**src/rtl/iterative_alu.sv**
```systemverilog
// Multi-cycle integer ALU for the execute stage: single-cycle logic/compare ops plus an
// iterative shift-add multiplier and restoring divider sharing one hi/lo register pair.
module iterative_alu #(
    parameter int WIDTH = 32,
    parameter int CNT_W = $clog2(WIDTH) + 1
) (
    input  logic             clk,
    input  logic             rst_n,
    input  logic             start,
    input  logic [3:0]       alu_op,
    input  logic [WIDTH-1:0] src_a,
    input  logic [WIDTH-1:0] src_b,
    output logic             busy,
    output logic             done,
    output logic [WIDTH-1:0] alu_result,
    output logic             zero
);

    localparam logic [3:0] OP_ADD   = 4'b0010;
    localparam logic [3:0] OP_SUB   = 4'b0011;
    localparam logic [3:0] OP_OR    = 4'b0100;
    localparam logic [3:0] OP_AND   = 4'b0101;
    localparam logic [3:0] OP_SLT   = 4'b0110;
    localparam logic [3:0] OP_SLTU  = 4'b0111;
    localparam logic [3:0] OP_MUL   = 4'b1000;
    localparam logic [3:0] OP_MULHU = 4'b1001;
    localparam logic [3:0] OP_DIVU  = 4'b1100;
    localparam logic [3:0] OP_REMU  = 4'b1101;

    typedef enum logic [1:0] {IDLE, CALC, FIN} state_t;

    state_t           state;
    logic [CNT_W-1:0] cnt;
    logic             is_div_q;
    logic             hi_sel_q;
    logic [WIDTH-1:0] opnd;
    logic [WIDTH-1:0] hi;
    logic [WIDTH-1:0] lo;

    logic [WIDTH-1:0] quick_result;
    logic             is_mul;
    logic             is_iter;
    logic [WIDTH:0]   msum;
    logic [WIDTH:0]   shifted;
    logic [WIDTH-1:0] diff;
    logic             ge;
    logic [WIDTH-1:0] fin_result;

    always_comb begin
        quick_result = '0;
        case (alu_op)
            OP_ADD:  quick_result = src_a + src_b;
            OP_SUB:  quick_result = src_a - src_b;
            OP_OR:   quick_result = src_a | src_b;
            OP_AND:  quick_result = src_a & src_b;
            OP_SLT:  quick_result = WIDTH'($signed(src_a) < $signed(src_b));
            OP_SLTU: quick_result = WIDTH'(src_a < src_b);
            // Division by zero never enters the engine; RISC-V defines these results.
            OP_DIVU: quick_result = '1;
            OP_REMU: quick_result = src_a;
            default: quick_result = '0;
        endcase
    end

    assign is_mul  = (alu_op == OP_MUL) || (alu_op == OP_MULHU);
    assign is_iter = is_mul ||
                     (((alu_op == OP_DIVU) || (alu_op == OP_REMU)) && (src_b != '0));

    // Multiply: hi:lo holds partial product with the multiplier shifting out of lo.
    assign msum = {1'b0, hi} + (lo[0] ? {1'b0, opnd} : {(WIDTH+1){1'b0}});

    // Divide: hi is the partial remainder, lo shifts dividend bits out and quotient bits in.
    assign shifted = {hi, lo[WIDTH-1]};
    assign ge      = (shifted >= {1'b0, opnd});
    assign diff    = shifted[WIDTH-1:0] - opnd;

    assign fin_result = hi_sel_q ? hi : lo;

    always_ff @(posedge clk or negedge rst_n) begin
        if (!rst_n) begin
            state      <= IDLE;
            cnt        <= '0;
            is_div_q   <= 1'b0;
            hi_sel_q   <= 1'b0;
            opnd       <= '0;
            hi         <= '0;
            lo         <= '0;
            busy       <= 1'b0;
            done       <= 1'b0;
            alu_result <= '0;
            zero       <= 1'b1;
        end else begin
            done <= 1'b0;
            case (state)
                IDLE: begin
                    if (start) begin
                        if (is_iter) begin
                            is_div_q <= alu_op[2];
                            hi_sel_q <= alu_op[0];
                            opnd     <= is_mul ? src_a : src_b;
                            hi       <= '0;
                            lo       <= is_mul ? src_b : src_a;
                            cnt      <= '0;
                            busy     <= 1'b1;
                            state    <= CALC;
                        end else begin
                            alu_result <= quick_result;
                            zero       <= (quick_result == '0);
                            done       <= 1'b1;
                        end
                    end
                end
                CALC: begin
                    if (is_div_q) begin
                        hi <= ge ? diff : shifted[WIDTH-1:0];
                        lo <= {lo[WIDTH-2:0], ge};
                    end else begin
                        hi <= msum[WIDTH:1];
                        lo <= {msum[0], lo[WIDTH-1:1]};
                    end
                    cnt <= cnt + CNT_W'(1);
                    if (cnt == CNT_W'(WIDTH - 1))
                        state <= FIN;
                end
                FIN: begin
                    alu_result <= fin_result;
                    zero       <= (fin_result == '0);
                    done       <= 1'b1;
                    busy       <= 1'b0;
                    state      <= IDLE;
                end
                default: state <= IDLE;
            endcase
        end
    end

endmodule

```
**config.mk**
```make
export PLATFORM = sky130hd
export DESIGN_NAME = iterative_alu
export DESIGN_NICKNAME = d
export VERILOG_FILES = /design/src/rtl/iterative_alu.sv
export SDC_FILE = /design/constraint.sdc
export NUM_CORES = 1
export LEC_CHECK = 0
export CORE_MARGIN = 2
export CORE_UTILIZATION = 40
export CTS_BUF_LIST = sky130_fd_sc_hd__clkbuf_8
export CTS_CLUSTER_DIAMETER = 200
export CTS_CLUSTER_SIZE = 40
export DETAILED_ROUTE_END_ITERATION = 7
export MAX_ROUTING_LAYER = met4
export PLACE_DENSITY = 0.67
export SLEW_MARGIN = 20
export SYNTH_ARGS = -nofsm -noshare
export SYNTH_HDL_FRONTEND = slang
export SYNTH_SLANG_ARGS = --single-unit
```
**constraint.sdc**
```tcl
create_clock -name clk -period 3.9 [get_ports clk]
set_input_delay 1.17 -clock clk [delete_from_list [all_inputs] [get_ports clk]]
set_output_delay 1.17 -clock clk [all_outputs]
set_load 0.1 [all_outputs]
```
* Word-level counts from Yosys, hierarchy flattened
Index checks and enable logic that the tools add are counted.
** Storage, ports and cells
- Register bits :: 141
- Latch bits :: 0
- Bits in writable memories :: 0
- ROM bits :: 0
- Memories kept :: 0
** Cells by class
- Add/subtract/negate cells :: 5
- Multipliers :: 0
- Div/mod/pow operators :: 0
- Order comparisons :: 3
- Equal/unequal tests :: 17
- Shift operators :: 0
- Mux-type cells :: 33
- Bitwise gates (word level) :: 2
- Reduce and logical (&&, ||, !) cells :: 15
** Operators with widths (number)
- 32-bit 2-to-1 mux :: 13
- 32-bit case mux with 8 select lines :: 1
- 32-bit case mux with 2 select lines :: 3
- 32-bit zero test :: 2
- 32-bit < comparator :: 2
- 32-bit subtractor :: 2
- 32-bit by 32-bit adder with 33-bit output :: 1
- 33-bit by 32-bit greater-or-equal comparator with 1-bit output :: 1
- 32-bit adder :: 1
- 32-bit AND :: 1
- 32-bit bitwise OR :: 1
- 32-bit nonzero test :: 1
- 4-bit by 3-bit == test with 1-bit output, second input constant :: 4
- 4-bit == test, second input constant :: 4
- 3-bit AND reduction :: 5
- 6-bit 2-to-1 mux :: 2
- 6-bit case mux with 2 select lines :: 1
- 4-bit by 2-bit == test with 1-bit output, second input constant :: 2
- 2-bit != test, second input constant :: 4
- 6-bit by 1-bit adder with 6-bit output, second input constant :: 1
- 6-bit by 5-bit == test with 1-bit output, second input constant :: 1
- 1-bit 2-to-1 mux :: 6
- 2-bit 2-to-1 mux :: 3
- 1-bit case mux with 2 select lines :: 3
- 7 further kinds :: 10

* Depth between registers and ports, before layout
- Depth in word-level cells :: 7
- Mapped depth :: 17
- Depth with buffers taken out :: 16

* Least setup slack after synthesis
OpenSTA, ideal clock, no wires.
- Path type :: input port to flip-flop
- Start :: input src_a[0]
- End :: register zero
- Setup time :: 65 ps
- Data arrival time :: 4244 ps
- Required time :: 3835 ps
- Slack :: -409 ps
- Stages :: 15
- Path through :: inv_1 -> ha_1 -> fa_1 -> o21ba_2 -> nor4_2 -> o21ba_2 -> o21ai_2 -> a2111oi_4 -> o31ai_1 -> o41ai_2 -> nand4_1 -> or4_1 -> nor4_1 -> nand2_1 -> nand3_1
** Between the ends
- Cells in the longest elaborated chain, start to end :: 6
- Elaborated cells on any way between the ends :: 11
- Those cells by class :: add/sub (2); order compare (2); mux (4); bitwise (2); reduce/logical (1)
** Ends and longest elaborated chain
- from (decl) :: RTL line 11 : input logic [WIDTH-1:0] src_a,
- 32-bit subtractor (tied with other cells) :: RTL line 53 : OP_SUB: quick_result = src_a - src_b;
- 32-bit case mux with 8 select lines * :: RTL line 51 : case (alu_op)
- 32-bit zero test * :: RTL line 108 : zero <= (quick_result == '0);
- 1-bit 2-to-1 mux * :: RTL line 97 : if (is_iter) begin
- 1-bit 2-to-1 mux * :: RTL line 96 : if (start) begin
- 1-bit case mux with 2 select lines * :: RTL line 94 : case (state)
- to (signal assigned) :: RTL line 108
- to (signal assigned) :: RTL line 127 : zero <= (fin_result == '0);
- to (decl) :: RTL line 16 : output logic zero
Mark *: on every way between the ends. The rest lies on a longest branch, timed or not. The select of a mux whose other input is x is not followed.
A chain may end at the register's enable or synchronous reset.

* Worst setup path in the final report
- Start :: input alu_op[2]
- End :: register zero
** Between the ends
- Cells in the longest elaborated chain, start to end :: 6
- Elaborated cells on any way between the ends :: 21
- Those cells by class :: eq/ne (11); mux (4); reduce/logical (6)
** Ends and longest elaborated chain
- from (decl) :: RTL line 10 : input logic [3:0] alu_op,
- 4-bit == test (tied with other cells) :: RTL line 51, 67
- 32-bit case mux with 8 select lines or 1-bit logical OR (tied branches) :: RTL line 51, 67
- 32-bit zero test or 1-bit logical AND (tied branches) :: RTL line 108, 67
- 1-bit 2-to-1 mux or 1-bit logical OR (tied branches) :: RTL line 97, 66
- 1-bit 2-to-1 mux or 2-bit != test (tied branches)
- 1-bit case mux with 2 select lines or 3-bit AND reduction (tied branches)
Several ways; a longest one is shown, not always the timed one. The select of a mux whose other input is x is not followed.

==> results.toml <==
[cells_and_area]
final_nets = 3007
mostFrequentLayoutCells = "buf_4, a21oi_1, nor2_1, ha_1, dfrtp_1"
syn2layout_area_growth_pct = 44.0
fin_area_um2 = 24100
mostFrequentLayoutCell = "buf_4"
num_antenna_cells = 0
drive_above_1_share_pct = 33.8
fillCellCount = 3810
final_core_util_pct = 58.7

[power_and_ir_drop]
peakVddDrop_uv = 342
power_frac_comb_pct = 69.4
pwr-share-seq_pct = 21.1
powerDensity_nw_per_um2 = 550
clockPowerShare_pct = 9.5
p_sw_uw = 6610
internal_power_uw = 6640
netSwitchingFraction_pct = 49.9
p_leak_uw = 0.0109

[outcome]
status = "finished with violations"
violations = "setup timing"

[timing]
report.final.slew_viol_count = 0
setup_violations = 3
fin_crit_ns = 4.11
max_slew_margin_pct = 33.8
fmax_mhz = 243
fin_ws_ns = -0.212
hold_slack_ns = 0.528
finClkSkew_ns = 0.0127
tightestPinTransition_ns = 0.990
rsz0062_at_grt = "yes"
setup_tns_ns = -0.267
hold_viol = 0
min_period_over_period_pct = 105

[worst_setup_path]
cp_slowest_cell = "clkdlybuf4s50_1"
max_stage_delay_ns = 0.63
critical-path-top-delay-family = "buffers and inverters"
critPathLaunchType = "input port"
r2r-start = "lo[31]"
worst-path-stages = 13
r2r-end = "hi[30]"
crit_type = "input port to flop"
rr_worst_depth = 18
path_max_fanout = 19
worstSetupEndpointType = "flop"
crit_end = "zero"
path_cells = "clkdlybuf4s50_1 -> buf_4 -> or3b_1 -> buf_6 -> nor2_1 -> a22o_1 -> a31oi_1 -> a32oi_2 -> a2111o_1 -> or4_4 -> nor4_4 -> nand2_1 -> nand3_1"
cp-startpoint = "alu_op[2]"
critical_path_buf_inv_count = 3
rrSetupSlack_ns = 0.18
crit_required_ns = 4.33
cp.arrival_ns = 4.54

[placement]
gp_congestion = 1.03
io_buffer_count = 105
placed_cell_area_um2 = 22000
hpwl_um = 56500

[logic_synthesis]
synth.cell_area_um2 = 16800
synth-main-ff-cell = "dfrtp_1"
yosysWarnings = 0
async_reset_ff_share_pct = 100
yosysTopAreaCell = "dfrtp_1"
yosys-top-cells-area = "dfrtp_1, ha_1, a21oi_1"
seq_area_frac_synth_pct = 21.1
synth.top_cell.area_share_pct = 20.9
synthCells = 2210
synth_cell_types = 91
synth-edff-count = 0
syn_nets = 2463
ys_ff_latch = 141
synth.avg_cell_area_um2 = 7.58

[clocking]
cts_tree = "done"
numCtsBuffers = 17
clock_latency_ns = 0.50
cts-root-buf = "clkbuf_8"
cts_hold_buf = 0
path_clk_slew_ns = 0.08
cts_buffer_depth = 2
clock-sinks = 141
cts_htree_levels = 4

[routing]
vias = 19600
drt-initial-drc-count = 1817
drc = 0
avgViaCountPerCell = 5.95
firstDrtPassIters = 6
wl_per_cell_um = 21.9
ant_nets = 0
routed_wl_um = 72100

[grt]
grt_start_max_net_pins = 77
first_global_vias = 18900
grt_overflow = 0
antenna_found_initial = 0
track_usage_pct = 32.8
grt_pass1_wl_um = 108000

[floorplanning]
initial_utilization_pct = 40.8
die_w_um = 209
die-area_um2 = 43500
rows = 74
die_y_um = 209
fp.coreArea_um2 = 41100
pin_count = 106

[job]
maxCapViolations = 0

[worst_hold_path]
hp-class = "flop to flop"
[layout make-up]
class,instances,area [µm²],area share (%)
sequential,141,3530,14.7
tap,532,666,2.76
clock inverter,14,154,0.638
clock buffer,18,248,1.03
multi-input combinational,1790,13600,56.4
inverter,141,537,2.23
timing repair buffer,663,5380,22.3
[registers in the layout (all words and copies together), names as in the netlist]
signal	cells
is_div_q	1
opnd	32
busy	1
alu_result	32
hi	32
lo	32
hi_sel_q	1
done	1
cnt	6
zero	1
state	2
[how the worst min path moves through the flow]
stage,slack [ns],cells past startpoint,from,end
2_1_floorplan,0.47,2,opnd[0],opnd[0]
3_3_place_gp,0.49,2,opnd[0],opnd[0]
3_5_place_dp,0.52,2,opnd[0],opnd[0]
4_1_cts,0.54,2,busy,busy
5_1_grt,0.57,2,opnd[23],opnd[23]
6_report,0.53,2,busy,busy
[per-layer routing]
layer,up-vias,wire (µm),GRT usage (%)
met1,9442,31500,43.4
li1,9173,-,-
met4,0,2620,10.0
met3,176,4810,3.04
met2,839,33200,53.3
met5,-,0,-
[synthesized netlist by cell type, drive strengths merged, types with 31 or more instances]
library cell  instances
and2                 43
ha                  178
clkbuf              119
xnor2                50
nor4                 31
o211ai               36
nor2                230
o22ai                60
dfrtp               140
a21oi               263
mux2i                48
nor3                 33
nand2               144
inv                 140
a21o                 47
o21ai               142
a211oi               84
nand3                44
[power by group through the flow]
stage               Clock, µW  Sequential (µW)  Combinational [µW]
floorplan                   0             3150                5250
global placement            0             2800                8410
detailed placement          0             2800                8590
CTS                      1270             2790                8800
global route             1320             2870                9960
finish                   1260             2800                9190
[kinds of logic after synthesis]
group	after synthesis	synth area share, %
AO/OA/AOI/OAI	811	31.5
AND/OR/NAND/NOR	645	18.6
buffers and inverters	279	6.33
adder cells (fa/ha/maj)	182	13.8
flip-flops	141	21.1
multiplexers	77	4.82
XOR/XNOR	75	3.92
[stage by stage]
stage	setup slack, ns	cells	power, µW
5_1_grt	-0.309	3299	14200
4_1_cts	-0.442	3279	12900
3_3_place_gp	-1.50	3223	11200
6_report	-0.212	3299	13300
2_1_floorplan	-0.250	2210	8400
3_5_place_dp	-1.45	3223	11400
[worst min-delay path, delay by kind of cell, from the launching register on]
family | cells | cell delay [ns]
AOI/OAI and AO/OA | 1 | 0.05
buffers and inverters | 1 | 0.05
DFF | 1 | 0.38
[what timing repair did]
action / in CTS / in global routing
buffers inserted: 26 / 23
setup endpoints to repair: 30 / 26
pin swaps: 63 / 89
gates resized for setup: 188 / 242
hold endpoints to repair: 0 / 0
gates cloned: 0 / 0
No activity file was read; power rests on OpenSTA's default activity.
